## src/rtl/if_fetch_unit.sv

```systemverilog
// Instruction-fetch front end: owns the PC, runs the imem req/ack handshake and feeds IF/ID.
// Optional ack watchdog enabled by defining IF_ACK_TIMEOUT_EN.
module if_fetch_unit #(
   parameter logic [31:0] RESET_PC       = 32'h0000_0000,
   parameter int unsigned TIMEOUT_CYCLES = 16
) (
   input  logic        clk,
   input  logic        rst,
   input  logic        freeze,
   input  logic        branch_taken,
   input  logic [31:0] branch_addr,
   output logic        imem_req,
   output logic [31:0] imem_addr,
   input  logic        imem_ack,
   input  logic [31:0] imem_rdata,
   output logic        if_valid,
   output logic [31:0] if_pc,
   output logic [31:0] if_instruction,
   output logic        imem_err
);

   typedef enum logic [1:0] {StFetch, StWait, StReady, StKill} state_e;

   state_e      state_q;
   logic [31:0] pc_q, req_addr_q, ibuf_q, ibuf_pc_q;
   logic [31:0] cur_addr, cur_pc4, branch_tgt;
   logic        req, ack;
   logic        unused_addr_lsb;

   // In FETCH the request is issued from pc directly; req_addr captures it for later cycles.
   assign cur_addr        = (state_q == StFetch) ? pc_q : req_addr_q;
   assign cur_pc4         = cur_addr + 32'd4;
   assign branch_tgt      = {branch_addr[31:2], 2'b00};
   assign unused_addr_lsb = ^branch_addr[1:0];
   assign req             = !rst && (state_q != StReady);
   assign ack             = req && imem_ack;
   assign imem_req        = req;
   assign imem_addr       = cur_addr;

   always_comb begin
      if_valid       = 1'b0;
      if_pc          = 32'h0;
      if_instruction = 32'h0;
      unique case (state_q)
         StFetch, StWait: begin
            if (ack && !freeze && !branch_taken) begin
               if_valid       = 1'b1;
               if_pc          = cur_pc4;
               if_instruction = imem_rdata;
            end
         end
         StReady: begin
            if (!branch_taken) begin
               if_valid       = 1'b1;
               if_pc          = ibuf_pc_q;
               if_instruction = ibuf_q;
            end
         end
         StKill: ;
      endcase
   end

   always_ff @(posedge clk or posedge rst) begin
      if (rst) begin
         state_q    <= StFetch;
         pc_q       <= RESET_PC;
         req_addr_q <= RESET_PC;
         ibuf_q     <= 32'h0;
         ibuf_pc_q  <= 32'h0;
      end else begin
         unique case (state_q)
            StFetch, StWait: begin
               if (state_q == StFetch) req_addr_q <= pc_q;
               if (branch_taken) begin
                  pc_q    <= branch_tgt;
                  state_q <= ack ? StFetch : StKill;
               end else if (ack) begin
                  if (freeze) begin
                     ibuf_q    <= imem_rdata;
                     ibuf_pc_q <= cur_pc4;
                     state_q   <= StReady;
                  end else begin
                     pc_q    <= cur_pc4;
                     state_q <= StFetch;
                  end
               end else begin
                  state_q <= StWait;
               end
            end
            StReady: begin
               if (branch_taken) begin
                  pc_q    <= branch_tgt;
                  state_q <= StFetch;
               end else if (!freeze) begin
                  pc_q    <= ibuf_pc_q;
                  state_q <= StFetch;
               end
            end
            StKill: begin
               // Stale request still in flight; pc already holds the redirect target.
               if (branch_taken) pc_q <= branch_tgt;
               if (ack) state_q <= StFetch;
            end
         endcase
      end
   end

`ifdef IF_ACK_TIMEOUT_EN
   localparam int unsigned CntW = $clog2(TIMEOUT_CYCLES + 1);
   localparam logic [CntW-1:0] TimeoutVal = CntW'(TIMEOUT_CYCLES);

   logic [CntW-1:0] wait_cnt_q, wait_cnt_inc;
   logic            err_q;

   // A FETCH cycle is the first cycle of a fresh request, so counting restarts at one.
   assign wait_cnt_inc = (state_q == StFetch) ? CntW'(1) :
                         (wait_cnt_q == TimeoutVal) ? wait_cnt_q : wait_cnt_q + CntW'(1);

   always_ff @(posedge clk or posedge rst) begin
      if (rst) begin
         wait_cnt_q <= '0;
         err_q      <= 1'b0;
      end else if (!req || imem_ack) begin
         wait_cnt_q <= '0;
      end else begin
         wait_cnt_q <= wait_cnt_inc;
         if (wait_cnt_inc == TimeoutVal) err_q <= 1'b1;
      end
   end

   assign imem_err = err_q;
`else
   logic unused_timeout;
   assign unused_timeout = ^TIMEOUT_CYCLES;
   assign imem_err       = 1'b0;
`endif

endmodule
```

## config.mk

```make
export PLATFORM = sky130hd
export DESIGN_NAME = if_fetch_unit
export DESIGN_NICKNAME = d
export VERILOG_FILES = /design/src/rtl/if_fetch_unit.sv
export SDC_FILE = /design/constraint.sdc
export NUM_CORES = 1
export LEC_CHECK = 0
export ABC_AREA = 0
export CORE_MARGIN = 4
export CORE_UTILIZATION = 37
export DETAILED_ROUTE_END_ITERATION = 8
export SYNTH_ARGS = -nofsm -noshare
export SYNTH_HDL_FRONTEND = slang
export SYNTH_SLANG_ARGS = --single-unit
```

## constraint.sdc

```tcl
create_clock -name clk -period 8.9 [get_ports clk]
set_input_delay 1.78 -clock clk [delete_from_list [all_inputs] [get_ports clk]]
set_output_delay 1.78 -clock clk [all_outputs]
set_load 0.02 [all_outputs]
```

=== Yosys cells after proc, flatten, opt, wreduce, memory -nomap -nowiden ===
Cells that the tools add are included.

* Reductions and logical operators: 12
* $add $sub $neg: 1
* Equal/unequal tests: 9
* Mux-type cells: 25
* Bitwise gates (word level): 1

{| class="wikitable"
|+ Operator list
! kind !! count
|-
| 2-to-1 mux 32 bit || 11
|-
| one-hot mux 32 bit (2 select lines) || 2
|-
| one-hot mux 32 bit (3 select lines) || 1
|-
| adder 32 x 3 -> 32 bit (second input constant) || 1
|-
| 2-to-1 mux 2 bit || 7
|-
| inequality test 3 bit (second input constant) || 3
|-
| AND reduction 4 bit || 2
|-
| inequality test 2 bit (second input constant) || 3
|-
| one-hot mux 2 bit (3 select lines) || 1
|-
| equality test 2 bit (second input constant) || 2
|-
| logical AND 1 bit || 4
|-
| zero test 1 bit || 3
|-
| equality test 2 x 1 -> 1 bit (second input constant) || 1
|-
| zero test 2 bit || 1
|-
| 2-to-1 mux 1 bit || 2
|-
| one-hot mux 1 bit (2 select lines) || 1
|-
| AND reduction 2 bit || 1
|-
| OR reduction 2 bit || 1
|-
| NOT 1 bit || 1
|}

* Logic and storage cells: 53
* Input bits: 69
* Output and inout port bits: 99
* Bits in registers: 130

=== Logic depth before layout (Yosys ltp) ===
Gate-level depths: netlist of run 1.

* Depth in word-level cells: 7
* Mapped depth: 13

=== Worst setup path before layout of run 1 ===
No wires, ideal clock.

* Path kind: input port to output port
* From: input port rst
* To: output port if_valid
* Buffers on the path: 0
* Cell stages on the path: 3
* Setup slack: 1.998 ns
* Data arrival time: 5.122 ns
* Required time: 7.120 ns
* Cell sequence: inv_1 -> a31oi_1 -> nor2_1

* Cells in the longest elaborated chain, start to end: 7

{| class="wikitable"
|+ Ends and longest elaborated chain
! element !! line !! text
|-
| from (decl) || 8 || <nowiki>input logic rst,</nowiki>
|-
| zero test 1 bit (no line) || - ||
|-
| logical AND 1 bit || 35 || <nowiki>assign req = !rst && (state_q != StReady);</nowiki>
|-
| logical AND 1 bit || 36 || <nowiki>assign ack = req && imem_ack;</nowiki>
|-
| logical AND 1 bit (2 in series) || 46 || <nowiki>if (ack && !freeze && !branch_taken) begin</nowiki>
|-
| 2-to-1 mux 1 bit || 46 ||
|-
| one-hot mux 1 bit (2 select lines) || 44 || <nowiki>unique case (state_q)</nowiki>
|-
| to (decl) || 16 || <nowiki>output logic if_valid,</nowiki>
|}

No other way between the ends.

=== Worst setup path in the final report of run 1 ===
* From: input port branch_taken
* To: output port if_pc[31]

* Cells in the longest elaborated chain, start to end: 4
* Elaborated cells between the ends (all ways): 5
* Those cells by class: 3 x mux; 2 x reduce/logical

{| class="wikitable"
|+ Ends and longest elaborated chain
! element !! line !! text
|-
| from (decl) || 10 || <nowiki>input logic branch_taken,</nowiki>
|-
| zero test 1 bit || - ||
|-
| logical AND 1 bit || 46 ||
|-
| 2-to-1 mux 32 bit || 46 ||
|-
| one-hot mux 32 bit (2 select lines) (*) || 44 ||
|-
| to (decl) || 17 || <nowiki>output logic [31:0] if_pc,</nowiki>
|}

Every way passes the cells marked *; elsewhere a longest branch is shown, timed or not.

==> key figures, run 1 <==
Clock tree
  – CTS tree: built
  – CTS Hold Bufs: 0
  – Clock root buffer master: clkbuf_16
  – Clk buf depth: 2
  – PostCTS Resize Cnt: 0
  – TritonCTS buffer count: 17
  – Worst skew pair latency: 0.42 ns
  – Post-CTS Setup Bufs: 0
  – Clk sinks: 130
  – Clock transition at the registers of the reported paths: 0.06 ns
  – Clock H-tree levels: 4

Yosys
  – Synth Area in Simple Gates: 17.4%
  – Cell variety after synth: 64
  – Mean post-synth cell area: 9.69 um^2
  – Async set or reset register ratio after synthesis: 100%
  – Main combinational cell family by area after synthesis: compound AO/OA/AOI/OAI gates
  – Main synth FF type: dfrtp_1
  – Synthesized area: 7560 um^2
  – Post-synth EDFFs: 0
  – Syn nets: 851
  – XOR/XNOR Fraction of Synth Area: 1.62%
  – Ys Warns: 0
  – Cells after Synth: 781
  – Synth Area in Adders: 0.165%
  – Seq cells post-synth: 130
  – Compound-gate portion of the synthesized area: 23.4%
  – Mux share of post-synthesis cell area: 9.68%
  – Seq/Total Area, Yosys: 43.0%

Drt
  – Vias: 6710
  – DR vias/cell: 5.62
  – Drc violations: 0
  – DRT antenna net count: 0
  – First drt pass iteration count: 5
  – DR iter-0 viols: 560
  – WL met1: 10.2 mm
  – WL met3: 1.58 mm
  – Routed wire length per instance: 19.3 um
  – Final WL: 23.1 mm
  – Top layer in use: met5
  – Met2 Wirelength: 11.1 mm

STA
  – RSZ-0062 raised after global routing: false
  – Final setup viols: 0
  – Clk_skew: 0.00879 ns
  – Final worst-path cycle share: 82.3%
  – Slew @ Worst Pin: 1.22 ns
  – Final TNS setup: 0 ns
  – Crit path time final: 7.33 ns
  – Slew Viols, Final: 0
  – Hold slack: 0.470 ns
  – Final hold viol count: 0
  – Slew headroom: 18.2%
  – Max Clk Rate: 0.137 GHz

Critical path
  – Worst setup SP type: input pin
  – WP data arrival: 5.55 ns
  – CP Max Fanout: 29
  – CP Class: input pin to output port
  – CP endpoint kind: output port
  – CP startpoint: branch_taken
  – Reg2reg start: state_q[1]
  – CP required: 7.12 ns

Hold path
  – Class of the worst hold path: flop to flop
  – Hold path startpoint: req_addr_q[31]

Die
  – Die ar.: 22800 um^2
  – Starting density of the core: 37.5%
  – Core area: 20200 um^2
  – Chip width: 151 um
  – I/O pin total: 168
  – FP Rows: 52
  – Die H: 151 um

Global routing
  – First-pass GRT wire length: 36.3 mm
  – GRT Util Overall: 20.4%
  – Largest net degree at the start of global routing: 87
  – Vias in the first global route: 6509
  – Grt ovf: 0
  – Antenna violations before repair: 1

Pwr
  – P per Cell Area: 327 nW/um^2
  – VDD IR max: 0.000163 V
  – Total Power: 3.23 mW
  – P_leak: 4.11 nW

Placement
  – I/O Buffers: 164
  – DP Wirelength: 15.4 mm
  – Gpl congestion: 0.811

Finish
  – Final nets: 982
  – Inserted Diodes: 0
  – Area grow syn2layout: 30.6%
  – Filler Cells Inserted: 1932
  – Commonest non-fill, non-tap cells in the layout: clkdlybuf4s50_1, nand2_1, dfrtp_1, mux2_2
  – Layout cells sized above 1: 13.4%
  – Most common cell after layout, fill and taps aside: clkdlybuf4s50_1

Outcome
  – Status: complete, no violations

Job
  – Max-Cap Viols: 0
-- layer usage --
metal / GRT usage [%] / vias up
met5: 0 / -
met4: 4.67 / 2
met3: 6.16 / 24
met2: 32.5 / 204
met1: 27.4 / 3278
li1: - / 3202
-- final timing paths --
path,to,slack [ns],depth (start not counted)
hold reg to reg,req_addr_q[31],0.47,2
max in group asynchronous,state_q[1],5.49,3
setup reg to reg,pc_q[26],5.00,9
hold / removal,req_addr_q[31],0.47,2
setup / recovery,if_pc[31],1.57,7
min in group asynchronous,state_q[0],1.98,2
-- metrics by stage --
stage               std cells  worst slack, ns  util (%)  cell area, um^2
finish                   1195             1.57      49.0             9880
global route             1195             1.44      49.0             9880
CTS                      1195             1.61      49.0             9880
detailed placement       1163             1.61      46.3             9330
global placement         1163             1.64      46.3             9330
floorplan                 781             2.00         -             7560
-- power breakdown --
part	switching, mW	internal [mW]	leakage (nW)
Combinational	0.870	0.658	2.25
Clock	0.295	0.364	0.261
Sequential	0.184	0.857	1.59
Total	1.35	1.88	4.11
-- worst max-delay path: stages --
cell	delay (ns)
clkdlybuf4s50_1	0.40
buf_4	0.25
nor4b_1	0.85
nand2_1	0.70
buf_4	0.45
o31ai_1	0.36
clkdlybuf4s50_1	0.71
-- cells in the mapped netlist (all sizes together), types with 4 or more instances --
cell	count	area (um^2)
o22ai	6	37.5
mux2	57	642
and4	6	52.6
and3	8	50.1
buf	30	193
a21o	4	30.0
a22o	49	429
o211ai	28	210
xor2	12	105
nand4bb	13	146
mux2i	9	90.1
clkbuf	34	129
a222oi	8	80.1
and2	7	43.8
a21oi	18	90.1
o21ai	50	254
nor2b	4	25.0
nor2	25	96.4
nand4	11	81.3
nand2	147	554
o31ai	28	210
a22oi	14	115
a221oi	10	87.6
inv	9	33.8
nor4	5	31.3
or3b	6	52.6
dfrtp	130	3250
nand3	13	65.1
-- logic make-up (layout without fill, tap and decap cells) --
group	Yosys count	in the layout
and+or+nand+nor	259	259
buffers and inverters	73	217
DFF	130	130
AOI/OAI and AO/OA	237	237
xor gates and xnor gates	14	14
adders and majority gates	1	1
muxes	66	66
other	1	1
-- state kept, by name, summed over array words and instances (netlist names) --
signal	flops
state_q	2
ibuf_q	32
ibuf_pc_q	32
pc_q	32
req_addr_q	32
-- layout make-up --
class / count / area (um^2) / share of cell area, %
multi-input combinational: 578 / 3970 / 40.2
sequential: 130 / 3260 / 32.9
clock buffer: 17 / 425 / 4.30
clock inverter: 15 / 128 / 1.29
inverter: 9 / 36.3 / 0.367
tap: 270 / 338 / 3.42
timing repair buffer: 176 / 1730 / 17.5
No activity file was read; power rests on OpenSTA's default activity.
==> inputs of run 2 (changes only) <==
- clock period: 8.9 -> 6.1 ns (I/O delays scaled with it)
==> run 2 against run 1 <==
Combinational power increased by 46%. Register-to-register slack got worse by 2.3 ns. Core utilization increased by 0.33 points. Sequential power increased by 46%. Flip-flop and latch count unchanged. Critical path type is now flop to output port. Setup slack got worse by 0.99 ns. Non-clock buffer count increased by 6. Clock power increased by 53%. Global-route usage increased by 0.29 points.
==> key figures, run 2 (synthesis results as in run 1) <==
STA
  – Crit path time final: 5.52 ns
  – Slew headroom: 21.7% (was 18.2%)
  – Clk_skew: 0.00863 ns (was 0.00879 ns)
  – RSZ-0062 raised after global routing: false (unchanged)
  – Final TNS setup: 0 ns (unchanged)
  – Final hold viol count: 0 (unchanged)
  – Final worst-path cycle share: 90.4%
  – Slew Viols, Final: 0 (unchanged)
  – Slew @ Worst Pin: 1.17 ns (was 1.22 ns)
  – Final setup viols: 0 (unchanged)
  – Max Clk Rate: 0.181 GHz
  – Final Worst Setup Slack: 0.584 ns (was 1.57 ns)

Clock tree
  – Clock root buffer master: clkbuf_16 (unchanged)
  – Post-CTS Setup Bufs: 0 (unchanged)
  – Clock transition at the registers of the reported paths: 0.06 ns (about the same)
  – TritonCTS buffer count: 17 (unchanged)
  – Worst skew pair latency: 0.42 ns (about the same)
  – PostCTS Resize Cnt: 0 (unchanged)
  – Clk sinks: 130 (unchanged)
  – Clk buf depth: 2 (unchanged)
  – CTS tree: built (unchanged)
  – CTS Hold Bufs: 0 (unchanged)
  – Clock H-tree levels: 4 (unchanged)

Critical path
  – CP required: 4.88 ns (was 7.12 ns)
  – CP Class: flop to output port (was input pin to output port)
  – CP endpoint kind: output port (unchanged)
  – Worst setup SP type: flop (was input pin)
  – WP data arrival: 4.30 ns (was 5.55 ns)
  – CP Max Fanout: 66 (was 29)

Global routing
  – First-pass GRT wire length: 36.8 mm (was 36.3 mm)
  – Grt ovf: 0 (unchanged)
  – Vias in the first global route: 6541 (was 6509)
  – Largest net degree at the start of global routing: 87 (unchanged)
  – GRT Util Overall: 20.7% (was 20.4%)
  – Antenna violations before repair: 1 (unchanged)

Hold path
  – Class of the worst hold path: flop to flop (unchanged)

Pwr
  – P_leak: 4.14 nW (was 4.11 nW)
  – P per Cell Area: 479 nW/um^2 (was 327 nW/um^2)
  – VDD IR max: 0.000304 V (was 0.000163 V)

Drt
  – DRT antenna net count: 0 (unchanged)
  – DR iter-0 viols: 494 (was 560)
  – Final WL: 23.1 mm (about the same)
  – Vias: 6666 (was 6710)
  – Drc violations: 0 (unchanged)
  – DR vias/cell: 5.55 (was 5.62)
  – First drt pass iteration count: 5 (unchanged)
  – Routed wire length per instance: 19.2 um (was 19.3 um)

Job
  – Max-Cap Viols: 0 (unchanged)

Finish
  – Commonest non-fill, non-tap cells in the layout: clkdlybuf4s50_1, nand2_1, dfrtp_1, mux2_2 (unchanged)
  – Inserted Diodes: 0 (unchanged)
  – Most common cell after layout, fill and taps aside: clkdlybuf4s50_1 (unchanged)
  – Non-filler cells, final: 1201 (was 1195)
  – Layout cells sized above 1: 14.0% (was 13.4%)
  – Final instance area: 9950 um^2 (was 9880 um^2)
  – Area grow syn2layout: 31.5% (was 30.6%)
  – Final nets: 988 (was 982)

Die
  – I/O pin total: 168 (unchanged)
  – Starting density of the core: 37.5% (unchanged)
  – FP Rows: 52 (unchanged)
  – Chip width: 151 um (unchanged)
  – Die H: 151 um (unchanged)
  – Core area: 20200 um^2 (unchanged)
  – Die ar.: 22800 um^2 (unchanged)

Outcome
  – Status: complete, no violations (unchanged)

Placement
  – Pre-CTS setup slack: 1.04 ns (was 1.61 ns)
  – DP Wirelength: 15.6 mm (was 15.4 mm)
  – Placed instance area: 9380 um^2 (was 9330 um^2)
  – Inst Count DP: 1169 (was 1163)
  – I/O Buffers: 164 (unchanged)
  – Gpl congestion: 0.842 (was 0.811)
[run 2: area by class of cell]
cell class	count	area (um^2)
Fill cell	1933	10200
Multi-Input combinational cell	578	3970
Sequential cell	130	3260
Timing Repair Buffer	182	1780
Clock buffer	17	425
Tap cell	270	338
Clock inverter	15	149
Inverter	9	36.3
[run 2: path summary, 6_finish.rpt]
path	startpoint	to	slack, ns	depth (start not counted)
setup / recovery	state_q[0]	if_pc[26]	0.58	11
setup reg to reg	state_q[0]	pc_q[26]	2.67	10
max in group asynchronous	rst	ibuf_q[30]	3.16	4
min in group asynchronous	rst	pc_q[10]	1.46	3
hold / removal	req_addr_q[31]	req_addr_q[31]	0.47	2
hold reg to reg	req_addr_q[31]	req_addr_q[31]	0.47	2
[run 2: critical path: stages, from the launching register on]
cell and delay [ns]:
dfrtp_2 0.36, buf_4 0.53, or2_1 0.20, nand2_1 0.07, nand2_1 0.11, ha_1 0.23
nand4_1 0.22, o32ai_4 0.53, nand4_2 0.26, o31a_1 0.40, o31ai_1 0.27, clkdlybuf4s50_1 0.65
[run 2: report_power, final]
part / internal, mW / total (mW) / switching [mW]
Combinational: 0.970 / 2.23 / 1.26
Sequential: 1.25 / 1.52 / 0.272
Clock: 0.571 / 1.01 / 0.434
[run 2: through the flow]
step,power [mW],hold WS [ns],utilization [%]
final,4.76,0.471,49.3
after global routing,5.08,0.501,49.3
after CTS,4.79,0.475,49.3
after detailed placement,3.77,0.460,46.5
after global placement,3.74,0.456,46.5
after floorplan,2.96,0.439,-
[run 2: metal layers]
| metal | vias to the layer above | track usage (%) | wire length, um | part of all wire, % |
|---|---|---|---|---|
| met3 | 30 | 5.83 | 1420 | 6.2 |
| met2 | 181 | 32.3 | 10900 | 47 |
| met1 | 3245 | 28.2 | 10300 | 45 |
| li1 | 3208 | - | - | - |
| met5 | - | 0 | 20 | 0.087 |
| met4 | 2 | 5.94 | 456 | 2.0 |
==> inputs of run 3 (changes only) <==
- clock period: 6.1 -> 4.5 ns (I/O delays scaled with it)
==> run 3 against run 2 <==
Total power grew 42%. Worst hold slack improved by 0.00073 ns. First-iteration DRC count fell by 3.2%. Critical endpoint is now if_pc[29].
==> key figures, run 3 (synthesis results as in run 1) <==
Outcome
  – Status: complete, no violations (unchanged)

Drt
  – Final WL: 23.6 mm (was 23.1 mm)
  – Vias: 6835 (was 6666)
  – First drt pass iteration count: 5 (unchanged)
  – Drc violations: 0 (unchanged)
  – DR iter-0 viols: 478 (was 494)
  – DRT antenna net count: 0 (unchanged)
  – Routed wire length per instance: 19.4 um (was 19.2 um)
  – DR vias/cell: 5.62 (was 5.55)

Hold path
  – Worst hold path depth: 2 (unchanged)
  – Hold path startpoint: req_addr_q[1] (was req_addr_q[31])
  – Worst Hold End: req_addr_q[1] (was req_addr_q[31])
  – Class of the worst hold path: flop to flop (unchanged)

Finish
  – Non-filler cells, final: 1217 (was 1201)
  – Final nets: 1004 (was 988)
  – Filler Cells Inserted: 1905 (was 1933)
  – Commonest non-fill, non-tap cells in the layout: clkdlybuf4s50_1, nand2_1, dfrtp_1, mux2_2 (unchanged)
  – Inserted Diodes: 0 (unchanged)
  – Area grow syn2layout: 35.8% (was 31.5%)
  – Layout cells sized above 1: 16.3% (was 14.0%)
  – Most common cell after layout, fill and taps aside: clkdlybuf4s50_1 (unchanged)
  – Final core occ: 50.9% (was 49.3%)

Clock tree
  – CTS tree: built (unchanged)
  – Clk buf depth: 2 (unchanged)
  – Worst skew pair latency: 0.42 ns (about the same)
  – Clock H-tree levels: 4 (unchanged)
  – Clock transition at the registers of the reported paths: 0.06 ns (about the same)
  – Clk sinks: 130 (unchanged)
  – Clock root buffer master: clkbuf_16 (unchanged)
  – TritonCTS buffer count: 17 (unchanged)

Critical path
  – CP Class: flop to output port (unchanged)
  – WP data arrival: 3.46 ns (was 4.30 ns)
  – Worst-case reg-to-reg path depth: 6 (was 10)
  – CP required: 3.60 ns (was 4.88 ns)
  – R2r endpoint: pc_q[5] (was pc_q[26])
  – Reg2reg start: state_q[1] (was state_q[0])
  – Worst setup SP type: flop (unchanged)
  – Reg2reg setup slack: 1.69 ns (was 2.67 ns)
  – CP Max Fanout: 70 (was 66)
  – CP endpoint kind: output port (unchanged)

STA
  – Final Worst Setup Slack: 0.139 ns (was 0.584 ns)
  – Final TNS setup: 0 ns (unchanged)
  – Slew headroom: 19.1% (was 21.7%)
  – Clk_skew: 0.00896 ns (was 0.00863 ns)
  – Final worst-path cycle share: 96.9%
  – Crit path time final: 4.36 ns
  – Final hold viol count: 0 (unchanged)
  – Max Clk Rate: 0.229 GHz
  – Final setup viols: 0 (unchanged)
  – Hold slack: 0.471 ns (about the same)
  – RSZ-0062 raised after global routing: false (unchanged)
  – Slew Viols, Final: 0 (unchanged)
  – Slew @ Worst Pin: 1.21 ns (was 1.17 ns)

Pwr
  – P per Cell Area: 659 nW/um^2 (was 479 nW/um^2)
  – P_leak: 4.53 nW (was 4.14 nW)
  – VDD IR max: 0.000468 V (was 0.000304 V)

Die
  – Chip width: 151 um (unchanged)
  – FP Rows: 52 (unchanged)
  – Starting density of the core: 37.5% (unchanged)
  – Core area: 20200 um^2 (unchanged)
  – I/O pin total: 168 (unchanged)
  – Die H: 151 um (unchanged)
  – Die ar.: 22800 um^2 (unchanged)

Global routing
  – Vias in the first global route: 6658 (was 6541)
  – Grt ovf: 0 (unchanged)
  – GRT Util Overall: 21.0% (was 20.7%)
  – Largest net degree at the start of global routing: 82 (was 87)
  – Antenna violations before repair: 3 (was 1)
  – First-pass GRT wire length: 37.1 mm (was 36.8 mm)

Job
  – Max-Cap Viols: 0 (unchanged)

Placement
  – DP Wirelength: 16.0 mm (was 15.6 mm)
  – I/O Buffers: 164 (unchanged)
  – Gpl congestion: 0.802 (was 0.842)
  – Pre-CTS setup slack: 0.209 ns (was 1.04 ns)
  – Inst Count DP: 1180 (was 1169)
[run 3: changes by cell type in the layout (fill, tap and decap cells not counted), moves of 5 or more]
cell and delta:
buf_4 +13, clkdlybuf4s50_1 -13, dlymetal6s2s_1 +11, bufinv_16 +5
[run 3: where the power goes]
group | internal, mW | total [mW] | leakage, nW | switching [mW]
sequential | 1.69 | 2.07 | 1.59 | 0.377
clock | 1.05 | 1.61 | 0.334 | 0.566
combinational | 1.35 | 3.08 | 2.60 | 1.73
[run 3: layout make-up]
class                   instances  area (um^2)  area share [%]
clock buffers                  17          425            4.14
clock inverters                15          254            2.47
inverters                       9         37.5           0.365
multi-input cells             578         4010            39.1
flip-flops and latches        130         3260            31.7
well taps                     270          338            3.29
repair buffers                198         1950            19.0
[run 3: worst max-delay path by stage]
stage,depth (start not counted),endpoint,startpoint,slack [ns]
finish,9,if_pc[29],state_q[1],0.14
global route,11,if_pc[26],state_q[1],0.002
floorplan,13,if_pc[26],state_q[0],0.07
CTS,9,if_pc[22],state_q[1],0.03
detailed placement,9,if_pc[26],state_q[1],0.21
global placement,9,if_pc[30],state_q[1],0.24
[run 3: timing repair]
action	CTS	global route
gates resized for setup	5	17
setup buffers	2	3
setup endpoints to repair	8	12
pin swaps	2	3
hold buffers	0	0
[run 3: metal layers]
layer / vias to the layer above / global-route usage [%] / routed length, um
met5: - / 0 / 45
met3: 30 / 6.07 / 1640
met2: 198 / 33.7 / 11400
li1: 3241 / - / -
met4: 6 / 5.44 / 309
met1: 3360 / 27.8 / 10200
[run 3: critical path, stage by stage (launching register included)]
cell	delay (ns)
dfrtp_2	0.43
buf_12	0.21
or3b_1	0.45
a222oi_1	0.26
buf_4	0.18
and3_1	0.14
buf_4	0.21
a41oi_4	0.14
o31ai_1	0.33
clkdlybuf4s50_1	0.67
[run 3: through the flow]
| stage | instance area, um^2 | total power [mW] |
|---|---|---|
| floorplan | 7590 | 4.02 |
| global placement | 9510 | 5.13 |
| detailed placement | 9510 | 5.17 |
| CTS | 10200 | 6.81 |
| global route | 10300 | 7.23 |
| finish | 10300 | 6.77 |
